`config.mk`:
```
export PLATFORM = sky130hd
export DESIGN_NAME = tl_error_slave
export DESIGN_NICKNAME = d
export VERILOG_FILES = /design/src/rtl/tl_error_slave.sv
export SDC_FILE = /design/constraint.sdc
export NUM_CORES = 1
export LEC_CHECK = 0
export BUFFER_PORTS_ARGS = -buffer_cell sky130_fd_sc_hd__buf_2
export CORE_MARGIN = 2
export CORE_UTILIZATION = 57
export DETAILED_ROUTE_END_ITERATION = 12
export GPL_TIMING_DRIVEN = 0
export HOLD_SLACK_MARGIN = 0.1
export PLACE_DENSITY = 0.82
export SYNTH_ARGS = -nofsm -noshare
export SYNTH_HDL_FRONTEND = slang
export SYNTH_SLANG_ARGS = --single-unit
```
`constraint.sdc`:
```
create_clock -name clock -period 9.2 [get_ports clock]
set_input_delay 1.84 -clock clock [delete_from_list [all_inputs] [get_ports clock]]
set_output_delay 1.84 -clock clock [all_outputs]
set_load 0.005 [all_outputs]
```
`src/rtl/tl_error_slave.sv`:
```
// TileLink-UL/UH error slave: denies every A request with the matching D response and beat count.
// Define TL_ERROR_LOG_EN to build the fault log (error count and last faulting address).
module tl_error_slave #(
    parameter int DATA_W      = 32,
    parameter int ADDR_W      = 14,
    parameter int SOURCE_W    = 5,
    parameter int SIZE_W      = 4,
    parameter int QUEUE_DEPTH = 2
) (
    input  logic                clock,
    input  logic                reset,
    input  logic                a_valid,
    output logic                a_ready,
    input  logic [2:0]          a_opcode,
    input  logic [2:0]          a_param,
    input  logic [SIZE_W-1:0]   a_size,
    input  logic [SOURCE_W-1:0] a_source,
    input  logic [ADDR_W-1:0]   a_address,
    input  logic [DATA_W/8-1:0] a_mask,
    input  logic                a_corrupt,
    output logic                d_valid,
    input  logic                d_ready,
    output logic [2:0]          d_opcode,
    output logic [1:0]          d_param,
    output logic [SIZE_W-1:0]   d_size,
    output logic [SOURCE_W-1:0] d_source,
    output logic                d_sink,
    output logic                d_denied,
    output logic [DATA_W-1:0]   d_data,
    output logic                d_corrupt,
    input  logic                err_clear,
    output logic [15:0]         err_count,
    output logic [ADDR_W-1:0]   err_last_addr
);
    localparam int BYTES_LG = $clog2(DATA_W / 8);
    localparam int MAX_SIZE = (1 << SIZE_W) - 1;
    localparam int CNT_W    = (MAX_SIZE > BYTES_LG) ? (MAX_SIZE - BYTES_LG) : 1;
    localparam int PTR_W    = (QUEUE_DEPTH > 1) ? $clog2(QUEUE_DEPTH) : 1;
    localparam int QCNT_W   = $clog2(QUEUE_DEPTH + 1);

    typedef struct packed {
        logic [2:0]          op;
        logic [SIZE_W-1:0]   size;
        logic [SOURCE_W-1:0] source;
    } entry_t;

    // Index of the last beat: beats(size) - 1, where beats = max(1, 2^size / bytes-per-beat).
    function automatic logic [CNT_W-1:0] last_beat(input logic [SIZE_W-1:0] size);
        if (int'(size) <= BYTES_LG)
            return '0;
        return ~({CNT_W{1'b1}} << (int'(size) - BYTES_LG));
    endfunction

    function automatic logic [2:0] resp_op(input logic [2:0] op);
        logic [2:0] r;
        case (op)
            3'd0, 3'd1:       r = 3'd0;
            3'd2, 3'd3, 3'd4: r = 3'd1;
            3'd5:             r = 3'd2;
            default:          r = 3'd5;
        endcase
        return r;
    endfunction

    logic [CNT_W-1:0]  a_cnt, d_cnt, d_last;
    logic [PTR_W-1:0]  wr_ptr, rd_ptr;
    logic [QCNT_W-1:0] count;
    entry_t            mem [QUEUE_DEPTH];
    entry_t            head;
    logic              a_fire, push, d_fire, pop, head_data;

    assign a_ready   = (a_cnt != '0) || (count < QCNT_W'(QUEUE_DEPTH));
    assign a_fire    = a_valid && a_ready;
    assign push      = a_fire && (a_cnt == '0);
    assign head      = mem[rd_ptr];
    assign head_data = (head.op == 3'd1) || (head.op == 3'd5);
    assign d_last    = head_data ? last_beat(head.size) : '0;
    assign d_valid   = (count != '0);
    assign d_fire    = d_valid && d_ready;
    assign pop       = d_fire && (d_cnt == d_last);

    // Only the data-carrying A opcodes (0..3) span several beats.
    always_ff @(posedge clock or posedge reset) begin
        if (reset)
            a_cnt <= '0;
        else if (a_fire && !a_opcode[2])
            a_cnt <= (a_cnt == last_beat(a_size)) ? '0 : a_cnt + CNT_W'(1);
    end

    always_ff @(posedge clock or posedge reset) begin
        if (reset)
            d_cnt <= '0;
        else if (d_fire)
            d_cnt <= pop ? '0 : d_cnt + CNT_W'(1);
    end

    always_ff @(posedge clock) begin
        if (push)
            mem[wr_ptr] <= '{op: resp_op(a_opcode), size: a_size, source: a_source};
    end

    always_ff @(posedge clock or posedge reset) begin
        if (reset) begin
            wr_ptr <= '0;
            rd_ptr <= '0;
            count  <= '0;
        end else begin
            if (push)
                wr_ptr <= (wr_ptr == PTR_W'(QUEUE_DEPTH - 1)) ? '0 : wr_ptr + PTR_W'(1);
            if (pop)
                rd_ptr <= (rd_ptr == PTR_W'(QUEUE_DEPTH - 1)) ? '0 : rd_ptr + PTR_W'(1);
            case ({push, pop})
                2'b10:   count <= count + QCNT_W'(1);
                2'b01:   count <= count - QCNT_W'(1);
                default: count <= count;
            endcase
        end
    end

    // Storage is not reset, so every D field is gated by d_valid.
    assign d_opcode  = d_valid ? head.op : '0;
    assign d_size    = d_valid ? head.size : '0;
    assign d_source  = d_valid ? head.source : '0;
    assign d_param   = '0;
    assign d_sink    = 1'b0;
    assign d_data    = '0;
    assign d_denied  = d_valid;
    assign d_corrupt = d_valid && head_data;

    logic unused_a;
    assign unused_a = ^{a_param, a_mask, a_corrupt};

`ifdef TL_ERROR_LOG_EN
    logic [15:0]       log_cnt;
    logic [ADDR_W-1:0] log_addr;

    always_ff @(posedge clock or posedge reset) begin
        if (reset) begin
            log_cnt  <= '0;
            log_addr <= '0;
        end else if (err_clear) begin
            log_cnt  <= push ? 16'd1 : 16'd0;
            log_addr <= push ? a_address : '0;
        end else if (push) begin
            if (log_cnt != 16'hFFFF)
                log_cnt <= log_cnt + 16'd1;
            log_addr <= a_address;
        end
    end

    assign err_count     = log_cnt;
    assign err_last_addr = log_addr;
`else
    logic unused_log;
    assign unused_log    = ^{err_clear, a_address};
    assign err_count     = '0;
    assign err_last_addr = '0;
`endif
endmodule

```
Word-level counts from Yosys, hierarchy flattened
Memories as Yosys holds them, arrays and structs flattened. Cells that the tools add are included.

Bits in registers: 30. Bits in writable memories: 24. Input bits: 39. Word-level logic and storage cells: 69. Memories: 1.

Memory list: mem (depth 2, width 12, rd ports 1, clocked after Yosys merged registers in 0, wr ports 1, RTL line 68) `entry_t mem [QUEUE_DEPTH];`.

Add/sub/neg operators: 8. Magnitude comparators: 3. Equality and inequality tests: 11. Shift operators: 2. Multiplexer cells: 21. Bitwise operators: 2. Reduce and logical (&&, ||, !) cells: 16.

Operators with widths (count): 13-bit 2-to-1 mux (8); 13-bit by 32-bit << shifter with 13-bit output (first input constant) (2); 13-bit by 1-bit adder with 13-bit output (second input constant) (2); 13-bit == test (2); 13-bit NOT (2); 13-bit zero test (1); 13-bit nonzero test (1); 4-bit by 2-bit subtractor with 5-bit output (second input constant) (2); 3-bit == test (second input constant) (3); 3-bit one-hot mux with 3 select lines (1); 4-bit by 2-bit <= comparator with 1-bit output (second input constant) (2); 1-bit 2-to-1 mux (7); 3-bit by 1-bit == test with 1-bit output (second input constant) (2); 3-bit by 2-bit == test with 1-bit output (second input constant) (2); 1-bit logical AND (6); 3-bit 2-to-1 mux (2); 5-bit 2-to-1 mux (1); 4-bit 2-to-1 mux (1); 2-bit one-hot mux with 2 select lines (1); 2-bit nonzero test (2); 3-bit zero test (1); 3-bit OR reduction (1); 1-bit adder (second input constant) (2); 2-bit by 1-bit adder with 2-bit output (second input constant) (1); 7 further kinds (8).

Depth between registers and ports, before layout
An unclocked memory read counts as a cell.

Word-level depth: 10. Mapped depth: 17. Gate-level depth less buffers: 12.

Worst setup path before layout
No wires, ideal clock.

Path type: in2reg. From: input a_size[1]. To: register a_cnt[5]. Library setup time: 0.118 ns. Arrival: 4.177 ns. Path slack: 4.905 ns. Stages: 12. Path through: buf_2 > inv_1 > ha_1 > clkbuf_1 > nand2b_1 > a22o_1 > a211o_1 > a32o_1 > a2111oi_4 > buf_6 > a21oi_1 > a21o_1.

Longest elaborated chain between the ends: 7. Elaborated cells on any way between the ends: 10.

RTL lines: start, declared (RTL line 16) `input logic [SIZE_W-1:0] a_size,`; 4-bit by 2-bit subtractor with 5-bit output or 4-bit by 2-bit <= comparator with 1-bit output (tied branches) (RTL line 51, 49); 13-bit by 32-bit << shifter with 13-bit output or 1-bit 2-to-1 mux (tied branches) (RTL line 51, 49); 13-bit NOT or 1-bit 2-to-1 mux (tied branches) (RTL line 51, 86); 13-bit 2-to-1 mux (*) (RTL line 51) `return ~({CNT_W{1'b1}} << (int'(size) - BYTES_LG));`; 13-bit 2-to-1 mux (*) (RTL line 86) `else if (a_fire && !a_opcode[2])`; 13-bit == test (*) (RTL line 87) `a_cnt <= (a_cnt == last_beat(a_size)) ? '0 : a_cnt + CNT_W'(1);`; 13-bit 2-to-1 mux (*) (RTL line 87); end signal, assigned (RTL line 87); end, declared (RTL line 65) `logic [CNT_W-1:0] a_cnt, d_cnt, d_last;`.

Every way passes the cells marked *; elsewhere a longest branch is shown, timed or not. The select of a mux whose other input is x is not followed. A chain may end at the register's enable or synchronous reset.

Worst setup path after layout
From: input a_size[1]. To: register a_cnt[12].

The elaborated chain is that of the path after synthesis.

==> flow_metrics.py <==
metrics = {
    "placed_design": {
        "dp_hpwl_mm": 6.60,
        "gp_routability_congestion": 0.915,
        "placement.cell_area_um2": 4700,
        "numPortBuffers": 31,
    },
    "yosys": {
        "synth_top_flop_cell": "sky130_fd_sc_hd__dfrtp_1",
        "ys_seq_elements": 54,
        "synth_top_area_share": 0.180,
        "synthesis.instances": 455,
        "synth.cell_area_um2": 4180,
        "synth_async_sr_flop_share": 0.556,
        "synth_top_cells_by_area": "sky130_fd_sc_hd__dfrtp_1, sky130_fd_sc_hd__edfxtp_1, sky130_fd_sc_hd__buf_4, sky130_fd_sc_hd__ha_1, sky130_fd_sc_hd__mux2i_1",
        "synthMostInstantiatedCell": "sky130_fd_sc_hd__buf_4",
        "synth_area_per_cell_um2": 9.19,
        "synth_sequential_area_ratio": 0.352,
        "synth_cell_type_count": 71,
        "synth-edff-count": 24,
        "yosys-top-cells-count": "sky130_fd_sc_hd__buf_4, sky130_fd_sc_hd__nor2_1, sky130_fd_sc_hd__dfrtp_1",
        "yosys_warnings": 0,
        "synthDominantAreaCellType": "sky130_fd_sc_hd__dfrtp_1",
    },
    "power": {
        "internal-power_uw": 414,
        "p_sw_uw": 156,
        "power-per-cell-area_nw_per_um2": 118,
        "vdd_ir_drop_max_mv": 0.0721,
        "sequentialPowerShare": 0.482,
        "power_switching_share": 0.273,
        "power.static_leakage_uw": 0.00221,
        "comb_power_share": 0.207,
        "share_clk_of_total_power": 0.311,
    },
    "clock_tree": {
        "cts_num_sinks": 54,
        "cts-buffers-inserted": 5,
        "cts_hold_buf": 0,
        "clockBufferDepth": 2,
        "cts_htree_levels": 2,
        "cts_tree": "done",
        "postCtsResizedCells": 0,
        "clk_latency_ns": 0.32,
        "cts_setup_buffers": 0,
        "root_buffer": "sky130_fd_sc_hd__clkbuf_8",
        "cts.clk_slew.worst_paths_ns": 0.11,
    },
    "setup_path": {
        "crit_required_ns": 9.43,
        "crit_path_end_kind": "flop",
        "critPathMaxFanout": 10,
        "critical_path.startpoint_type": "input pin",
        "criticalPathCategory": "input pin to flop",
        "cp.arrival_ns": 4.72,
    },
    "sta": {
        "setup-violations-final": 0,
        "fin_crit_sh": 0.489,
        "timing.final.hold_violations": 0,
        "totalNegativeSetupSlack_ns": 0,
        "rsz_0062_raised_after_global_routing": "no",
        "fin_crit_ns": 4.50,
        "fin_worst_skew_ns": 0.0176,
        "max_slew_headroom_at_the_worst_pin": 0.222,
        "slew_violations": 0,
        "worst-slew-pin-transition_ns": 1.17,
        "max_clock_freq_mhz": 222,
    },
    "run_status": {
        "status": "finished, final reports clean",
    },
    "floorplan": {
        "floorplan.io_pins": 120,
        "rows": 31,
        "initial_core_util": 0.583,
        "die-area_um2": 8030,
        "coreArea_um2": 7180,
        "die_x_um": 89.6,
        "die_height_um": 89.6,
    },
    "finish": {
        "area_growth_syn_to_layout_pct": 15.6,
        "final_design_area_no_fill_um2": 4830,
        "fin_nets": 606,
        "post_route_cells_drive_above_1_share": 0.244,
        "count_of_inserted_antenna_diode_cells": 0,
    },
    "global_route": {
        "grt_max_degree": 31,
        "grt-ovfl-total": 0,
        "met1_usage": 0.272,
        "grt_use_met2": 0.408,
        "grt_pass1_vias": 3068,
        "initial_antenna_violation_count": 0,
        "grt.met3_usage": 0.0311,
        "grt_usage": 0.223,
        "grt_first_pass_wirelength_mm": 14.1,
        "grt_most_used_layer": "met2",
    },
    "detailed_routing": {
        "vias_per_cell": 5.20,
        "drt-pass1-iter-count": 5,
        "detail_route.drc_violations": 0,
        "drt_wl_total_mm": 8.60,
        "drt_iter0_drc": 140,
        "routed-via-count": 3416,
        "postRouteAntennaNets": 0,
        "routedWlPerCell_um": 13.1,
    },
    "flow_run": {
        "max_cap_violations": 0,
    },
    "worst_hold_path": {
        "timing.hold.worst.class": "flop to flop",
    },
}
## cell usage in the layout, fill, tap and decap left out, types with 3 or more instances in the layout
master	Yosys	layout
sky130_fd_sc_hd__nor2_2	9	9
sky130_fd_sc_hd__nand2_1	29	29
sky130_fd_sc_hd__buf_6	5	5
sky130_fd_sc_hd__or3_1	10	10
sky130_fd_sc_hd__mux2i_1	12	12
sky130_fd_sc_hd__nor2_1	31	31
sky130_fd_sc_hd__nand3_1	11	11
sky130_fd_sc_hd__xor2_1	12	12
sky130_fd_sc_hd__clkbuf_1	13	13
sky130_fd_sc_hd__conb_1	1	65
sky130_fd_sc_hd__buf_2	3	34
sky130_fd_sc_hd__o31ai_1	4	4
sky130_fd_sc_hd__ha_1	10	10
sky130_fd_sc_hd__a31oi_1	4	4
sky130_fd_sc_hd__and3_1	4	4
sky130_fd_sc_hd__clkbuf_8	0	5
sky130_fd_sc_hd__a21o_1	13	13
sky130_fd_sc_hd__dfrtp_1	30	30
sky130_fd_sc_hd__nand2b_1	8	8
sky130_fd_sc_hd__nor4_1	3	3
sky130_fd_sc_hd__a2bb2oi_1	3	3
sky130_fd_sc_hd__nand3b_1	9	9
sky130_fd_sc_hd__or2_2	3	3
sky130_fd_sc_hd__o21ai_0	13	13
sky130_fd_sc_hd__a211oi_1	3	3
sky130_fd_sc_hd__xnor2_1	12	12
sky130_fd_sc_hd__edfxtp_1	24	24
sky130_fd_sc_hd__and2_1	5	5
sky130_fd_sc_hd__a21oi_1	23	23
sky130_fd_sc_hd__buf_4	66	66
sky130_fd_sc_hd__nand4_1	7	7
sky130_fd_sc_hd__inv_1	17	17
sky130_fd_sc_hd__nor3_1	7	7
## final cells by class
cell class                 instances  area (µm²)
fill                             633        2340
multi-input combinational        361        2270
sequential                        54        1470
buffer                            87         616
timing repair buffer              31         155
tap                               99         124
clock buffer                       6        93.8
inverter                          17        63.8
clock inverter                     2        38.8
## metal layers
layer	routed length [µm]	part of all wire
met4	124	0.014
met1	3460	0.40
met5	0	0
met2	4640	0.54
met3	379	0.044
## critical path, cell delays in order
cell and delay, ns:
sky130_fd_sc_hd__buf_2 0.14, sky130_fd_sc_hd__buf_2 0.22, sky130_fd_sc_hd__inv_1 0.12, sky130_fd_sc_hd__ha_1 0.22, sky130_fd_sc_hd__ha_1 0.28, sky130_fd_sc_hd__buf_2 0.20, sky130_fd_sc_hd__o31a_1 0.21, sky130_fd_sc_hd__a21boi_0 0.11
sky130_fd_sc_hd__o211a_1 0.24, sky130_fd_sc_hd__o32ai_1 0.49, sky130_fd_sc_hd__a2111oi_4 0.08, sky130_fd_sc_hd__or2_2 0.34, sky130_fd_sc_hd__o31ai_1 0.25
## flip-flops by register name (all words and copies together), names as in the netlist
signal	flops
a_cnt	13
count	2
d_cnt	13
mem	24
rd_ptr	1
wr_ptr	1
## kinds of logic after synthesis
| family | count (synthesis) | share of synthesized area |
|---|---|---|
| simple gates | 158 | 0.216 |
| buf+inv | 104 | 0.163 |
| compound gates | 92 | 0.159 |
| flops | 54 | 0.352 |
| xor+xnor | 24 | 0.0503 |
| mux | 12 | 0.0287 |
| fa+ha+maj | 10 | 0.0299 |
| other cells | 1 | 0.000897 |
## power groups by stage
stage	logic, µW	clock network (µW)	registers, µW
after detailed placement	115	0	280
after CTS	117	180	275
final	118	177	275
after floorplan	95.6	0	275
after global placement	113	0	279
after global routing	136	189	276
## path summary, 6_finish.rpt
check                                startpoint               endpoint  slack [ns]  cells past startpoint
max in group asynchronous                 reset     wr_ptr$_DFFE_PP0P_        6.68                      2
setup reg to reg             rd_ptr$_DFFE_PP0N_   count[1]$_DFFE_PP0P_        4.87                     15
min in group asynchronous                 reset   d_cnt[6]$_DFFE_PP0P_        1.81                      2
hold / removal             count[1]$_DFFE_PP0P_   count[1]$_DFFE_PP0P_        0.53                      1
setup / recovery                      a_size[1]  a_cnt[12]$_DFFE_PP0P_        4.70                     13
hold reg to reg            count[1]$_DFFE_PP0P_   count[1]$_DFFE_PP0P_        0.53                      1
## metrics by stage
step / std cells / hold WS [ns] / total power [µW] / worst slack, ns / utilization
floorplan: 519 / 0.468 / 371 / 4.91 / -
CTS: 657 / 0.534 / 571 / 4.70 / 0.673
global placement: 649 / 0.488 / 392 / 4.43 / 0.655
global route: 657 / 0.566 / 601 / 4.46 / 0.673
detailed placement: 649 / 0.515 / 395 / 4.38 / 0.655
finish: 657 / 0.529 / 570 / 4.70 / 0.673
Note: power is estimated with default switching activity, not from simulation.
